`config.mk`:
```
export PLATFORM = sky130hd
export DESIGN_NAME = regfile_dump
export DESIGN_NICKNAME = d
export VERILOG_FILES = /design/src/rtl/regfile_dump_pkg.sv /design/src/rtl/regfile_dump_out_reg.sv /design/src/rtl/regfile_dump.sv
export SDC_FILE = /design/constraint.sdc
export NUM_CORES = 1
export LEC_CHECK = 0
export ABC_AREA = 1
export ABC_CLOCK_PERIOD_IN_PS = 1700
export CAP_MARGIN = 5
export CORE_MARGIN = 5
export CORE_UTILIZATION = 44
export DETAILED_ROUTE_END_ITERATION = 10
export GPL_TIMING_DRIVEN = 1
export HOLD_SLACK_MARGIN = 0.03
export PLACE_DENSITY = 0.78
export SYNTH_ARGS = -nofsm -noshare
export SYNTH_HDL_FRONTEND = slang
export SYNTH_SLANG_ARGS = --single-unit
export TNS_END_PERCENT = 5
```
`constraint.sdc`:
```
create_clock -name clock_i -period 1.7 [get_ports clock_i]
set_input_delay 0.17 -clock clock_i [delete_from_list [all_inputs] [get_ports clock_i]]
set_output_delay 0.17 -clock clock_i [all_outputs]
set_load 0.01 [all_outputs]
```
`src/rtl/regfile_dump_pkg.sv`:
```
// Shared constants for the register-file dump engine: sizing and FSM state codes.
package regfile_dump_pkg;

  localparam int unsigned REG_COUNT = 16;
  localparam int unsigned ADDR_W    = $clog2(REG_COUNT);
  localparam int unsigned ST_W      = 2;

  localparam logic [ST_W-1:0] ST_IDLE = 2'd0;
  localparam logic [ST_W-1:0] ST_LOAD = 2'd1;
  localparam logic [ST_W-1:0] ST_SEND = 2'd2;
  localparam logic [ST_W-1:0] ST_DONE = 2'd3;

  // Register index increment; wraps from the top entry back to 0.
  function automatic logic [ADDR_W-1:0] addr_inc(input logic [ADDR_W-1:0] a);
    return a + ADDR_W'(1);
  endfunction

endpackage

```
`src/rtl/regfile_dump_out_reg.sv`:
```
// Output holding register for {data, index, last}; loads on enable, clears on reset.
module dump_out_reg #(
  parameter int unsigned WIDTH = 37
) (
  input  logic             clk_i,
  input  logic             rst_ni,
  input  logic             load_i,
  input  logic [WIDTH-1:0] d_i,
  output logic [WIDTH-1:0] q_o
);

  logic [WIDTH-1:0] q_q;

  always_ff @(posedge clk_i or negedge rst_ni) begin
    if (!rst_ni) begin
      q_q <= '0;
    end else if (load_i) begin
      q_q <= d_i;
    end
  end

  assign q_o = q_q;

endmodule

```
`src/rtl/regfile_dump.sv`:
```
// Debug read-out engine: walks a wrapping range of register indices through a
// spare read port and streams {data, index, last} over a valid/ready channel.
module regfile_dump
  import regfile_dump_pkg::*;
#(
  parameter int unsigned W = 32
) (
  input  logic              clock_i,
  input  logic              rst_ni,
  input  logic              start_i,
  input  logic              abort_i,
  input  logic [ADDR_W-1:0] first_addr_i,
  input  logic [ADDR_W-1:0] last_addr_i,
  output logic [ADDR_W-1:0] rf_addr_o,
  input  logic [W-1:0]      rf_data_i,
  output logic              out_valid_o,
  input  logic              out_ready_i,
  output logic [W-1:0]      out_data_o,
  output logic [ADDR_W-1:0] out_index_o,
  output logic              out_last_o,
  output logic              busy_o,
  output logic              done_o
);

  localparam int unsigned OUT_W = W + ADDR_W + 1;

  logic [ST_W-1:0]   state_q, state_d;
  logic [ADDR_W-1:0] cur_q, cur_d;
  logic [ADDR_W-1:0] lim_q, lim_d;
  logic              valid_q, valid_d;
  logic              busy_q;
  logic              done_q, done_d;
  logic              load_c;
  logic              hs_c;
  logic [ADDR_W-1:0] rf_addr_c;
  logic [OUT_W-1:0]  out_bus;

  assign hs_c = valid_q & out_ready_i;

  // Next state, pointer advance and the read-port address mux.
  always_comb begin
    state_d   = state_q;
    cur_d     = cur_q;
    lim_d     = lim_q;
    valid_d   = valid_q;
    done_d    = 1'b0;
    load_c    = 1'b0;
    rf_addr_c = cur_q;

    case (state_q)
      ST_IDLE: begin
        if (start_i) begin
          cur_d   = first_addr_i;
          lim_d   = last_addr_i;
          state_d = ST_LOAD;
        end
      end
      ST_LOAD: begin
        load_c  = 1'b1;
        valid_d = 1'b1;
        state_d = ST_SEND;
      end
      ST_SEND: begin
        if (hs_c) begin
          if (!out_last_o) begin
            // Prefetch the next word in the handshake cycle for 1 word/cycle.
            rf_addr_c = addr_inc(cur_q);
            cur_d     = addr_inc(cur_q);
            load_c    = 1'b1;
          end else begin
            valid_d = 1'b0;
            done_d  = 1'b1;
            state_d = ST_DONE;
          end
        end
      end
      ST_DONE: begin
        state_d = ST_IDLE;
      end
      default: begin
        state_d = ST_IDLE;
      end
    endcase

    // Abort wins over any handshake in the same cycle.
    if (abort_i && (state_q != ST_IDLE)) begin
      state_d = ST_IDLE;
      valid_d = 1'b0;
      done_d  = 1'b0;
      load_c  = 1'b0;
    end
  end

  always_ff @(posedge clock_i or negedge rst_ni) begin
    if (!rst_ni) begin
      state_q <= ST_IDLE;
      cur_q   <= '0;
      lim_q   <= '0;
      valid_q <= 1'b0;
      busy_q  <= 1'b0;
      done_q  <= 1'b0;
    end else begin
      state_q <= state_d;
      cur_q   <= cur_d;
      lim_q   <= lim_d;
      valid_q <= valid_d;
      busy_q  <= (state_d != ST_IDLE);
      done_q  <= done_d;
    end
  end

  dump_out_reg #(
    .WIDTH (OUT_W)
  ) u_out_reg (
    .clk_i  (clock_i),
    .rst_ni (rst_ni),
    .load_i (load_c),
    .d_i    ({rf_data_i, rf_addr_c, (rf_addr_c == lim_q)}),
    .q_o    (out_bus)
  );

  assign rf_addr_o   = rf_addr_c;
  assign out_data_o  = out_bus[OUT_W-1 -: W];
  assign out_index_o = out_bus[ADDR_W:1];
  assign out_last_o  = out_bus[0];
  assign out_valid_o = valid_q;
  assign busy_o      = busy_q;
  assign done_o      = done_q;

endmodule
```
==> impl_metrics.yaml <==
run_status:
  status: "finished clean"
min_path:
  hold_path.startpoint: "rf_data_i[4]"
  hp-class: "in2reg"
worst_setup_path:
  critPathArrivalTime_ns: 1.46
  regToRegEndpoint: "u_out_reg.q_o[1]$_DFFE_PN0P_"
  cp-endpoint: "rf_addr_o[0]"
  required_ns: 1.53
  r2r_slack_ns: 0.11
  rr_worst_depth: 9
  cp_max_fo: 4
  worst_setup_path_end_kind: "primary output"
  start_kind: "register"
  worstReg2RegStart: "u_out_reg.q_o[0]$_DFFE_PN0P_"
  worstSetupPathType: "reg2out"
  cp-startpoint: "state_q[0]$_DFF_PN0_"
synthesis:
  yosysUniqueCellTypes: 23
  seq_area_frac_synth: 0.540
  syn_inst: 270
  yosysMostFrequentCell: "nand2_1"
  syn-cell-area_mm2: 0.00232
  synthFlopType: "dfrtp_1"
  synth_nets: 319
  async_flop_share: 1.00
  ys_seq_elements: 50
  synth_edf_count: 0
  yosys_warnings: 0
  synth_top_cell_by_area: "dfrtp_1"
  synth_area_leaders: "dfrtp_1, nand2_1, buf_4, buf_6, nor2_1"
  synth_top_area_frac: 0.540
  syn_avg_cell_area_um2: 8.58
  netlist_top_cells_count: "nand2_1, dfrtp_1, nor2_1"
cells_and_area:
  diodes: 0
  ff_latch_area_mm2: 0.00125
  drive_gt1_frac: 0.175
  fillers: 412
  area_delta_synth_final_pct: 53.4
  final_nets: 431
  multi_input_area_um2: 925
  final_cells: 453
clocking:
  clockBufferDepth: 2
  cts_sinks: 50
  cts_made_buffers: 5
  htreeDepth: 2
  clockRootBuffer: "clkbuf_8"
  cts_tree: "done"
  clock_latency_ns: 0.30
  clk_pin_slew_ns: 0.09
drt:
  ant_nets: 0
  num_vias: 2065
  drt-total-wl_um: 5660
  firstDrtPassIters: 5
  drtIter0Drc: 69
  via_per_inst: 4.56
  drc: 0
  post_drt_wl_per_cell_um: 12.5
global_route:
  antenna_found_initial: 0
  grt_max_degree: 51
  grt_pass1_vias: 2001
  grt-ovfl-total: 0
  grt_usage: 0.170
  grt_first_pass_wirelength_um: 8840
floorplan:
  die_y_um: 82.6
  start_util: 0.453
  io_pins: 89
  die_x_um: 82.6
  rows: 26
  core_area_mm2: 0.00511
  die_area_mm2: 0.00681
timing:
  rsz0062_at_grt: "yes"
  fin_ws_ns: 0.0732
  hold_viol: 0
  maxSlewViolCount: 0
  fin_hold_ws_ns: 0.402
  clock.fmax_mhz: 615
  tightest_slew_ns: 0.617
  report.final.setup_viol: 0
  slew_headroom: 0.589
  min_period_over_period: 0.957
  fin_skew_ns: 0.00542
  fin_crit_ns: 1.63
  finalSetupTns_ns: 0
power:
  p_int_mw: 4.03
  pwr-share-seq: 0.314
  clkPwrFrac: 0.124
  p_leak_nw: 1.76
  vdd_drop_max_mv: 1.00
  report.power.total_mw: 6.51
  combPwrFrac: 0.562
  sw_frac_of_total: 0.381
  switching_power_mw: 2.48
  power_density_mw_per_mm2: 1830
placement:
  place_ws_ns: -0.254
  port_buffers: 88
  gp_congestion: 0.796
  dp.final_hpwl_um: 4190
  placedCellCount: 442
flow_run:
  maxCapViolations: 0
==> power by group through the flow <==
stage	Clock, mW	Sequential (mW)	Combinational [mW]
6_report	0.808	2.05	3.66
2_1_floorplan	0	2.25	1.73
3_3_place_gp	0	2.04	3.47
4_1_cts	0.838	2.04	3.60
3_5_place_dp	0	2.06	3.56
5_1_grt	0.886	2.12	4.06
==> stage by stage <==
stage,instance area (um2),utilization
2_1_floorplan,2320,-
3_3_place_gp,3370,0.659
3_5_place_dp,3370,0.659
4_1_cts,3510,0.686
5_1_grt,3550,0.696
6_report,3550,0.696
==> registers in the layout (all words and copies together), names as in the netlist <==
name and flops:
u_out_reg.q_o 37, cur_q 4, lim_q 4, state_q 2, busy_o 1, done_o 1, out_valid_o 1
==> area by class of cell <==
cell class                      count  area share
Multi-Input combinational cell    190       0.260
Timing Repair Buffer              118       0.313
Tap cell                           70      0.0246
Clock buffer                        7      0.0215
Clock inverter                      1     0.00845
Inverter                           17      0.0201
Sequential cell                    50       0.352
==> worst min-delay path by stage <==
| stage | to | slack, ns | cells after the start |
|---|---|---|---|
| floorplan | busy_o$_DFF_PN0_ | -0.13 | 0 |
| global route | u_out_reg.q_o[32]$_DFFE_PN0P_ | 0.39 | 3 |
| global placement | u_out_reg.q_o[9]$_DFFE_PN0P_ | 0.32 | 2 |
| finish | u_out_reg.q_o[9]$_DFFE_PN0P_ | 0.40 | 3 |
| CTS | u_out_reg.q_o[32]$_DFFE_PN0P_ | 0.39 | 3 |
| detailed placement | u_out_reg.q_o[9]$_DFFE_PN0P_ | 0.32 | 2 |
==> worst max-delay path: stages, from the launching register on <==
cell and delay, ns:
dfrtp_1 0.39, inv_2 0.08, ha_4 0.16, buf_6 0.12
nand3_2 0.10, nand2_2 0.08, clkdlybuf4s15_2 0.22
==> cell families after synthesis <==
family | synth area share
muxes | 0.00486
DFF | 0.540
AOI/OAI and AO/OA | 0.0475
buffers and inverters | 0.0778
adders and majority gates | 0.0216
and+or+nand+nor | 0.308
==> per-layer routing <==
metal	global-route usage	share of wire	wire length, um	vias up
li1	-	-	-	1059
met5	0	0	0	-
met2	0.294	0.48	2700	69
met1	0.209	0.41	2330	930
met3	0.0456	0.095	536	7
met4	0.0441	0.016	88	0
==> layout by cell type (no fill, tap or decap), types with 2 or more instances in the layout <==
cell	instances
clkdlybuf4s15_2	2
o21ai_0	2
buf_2	2
a31oi_1	8
nor2_1	14
a21oi_1	3
clkbuf_8	5
ha_1	3
inv_1	10
nand3_2	4
clkdlybuf4s50_1	83
nand2_2	6
nand3_1	8
nand2_1	129
clkbuf_1	2
buf_4	26
buf_6	2
dfrtp_1	49
inv_2	5
==> timing repair <==
action,in CTS,in global routing
endpoints found under the setup margin,37,39
gates cloned,0,0
hold buffers,1,0
endpoints found under the hold margin,50,0
pin swaps,0,2
buffers inserted,1,1
resized for setup,15,15
Power figures use the tool's default switching activity.
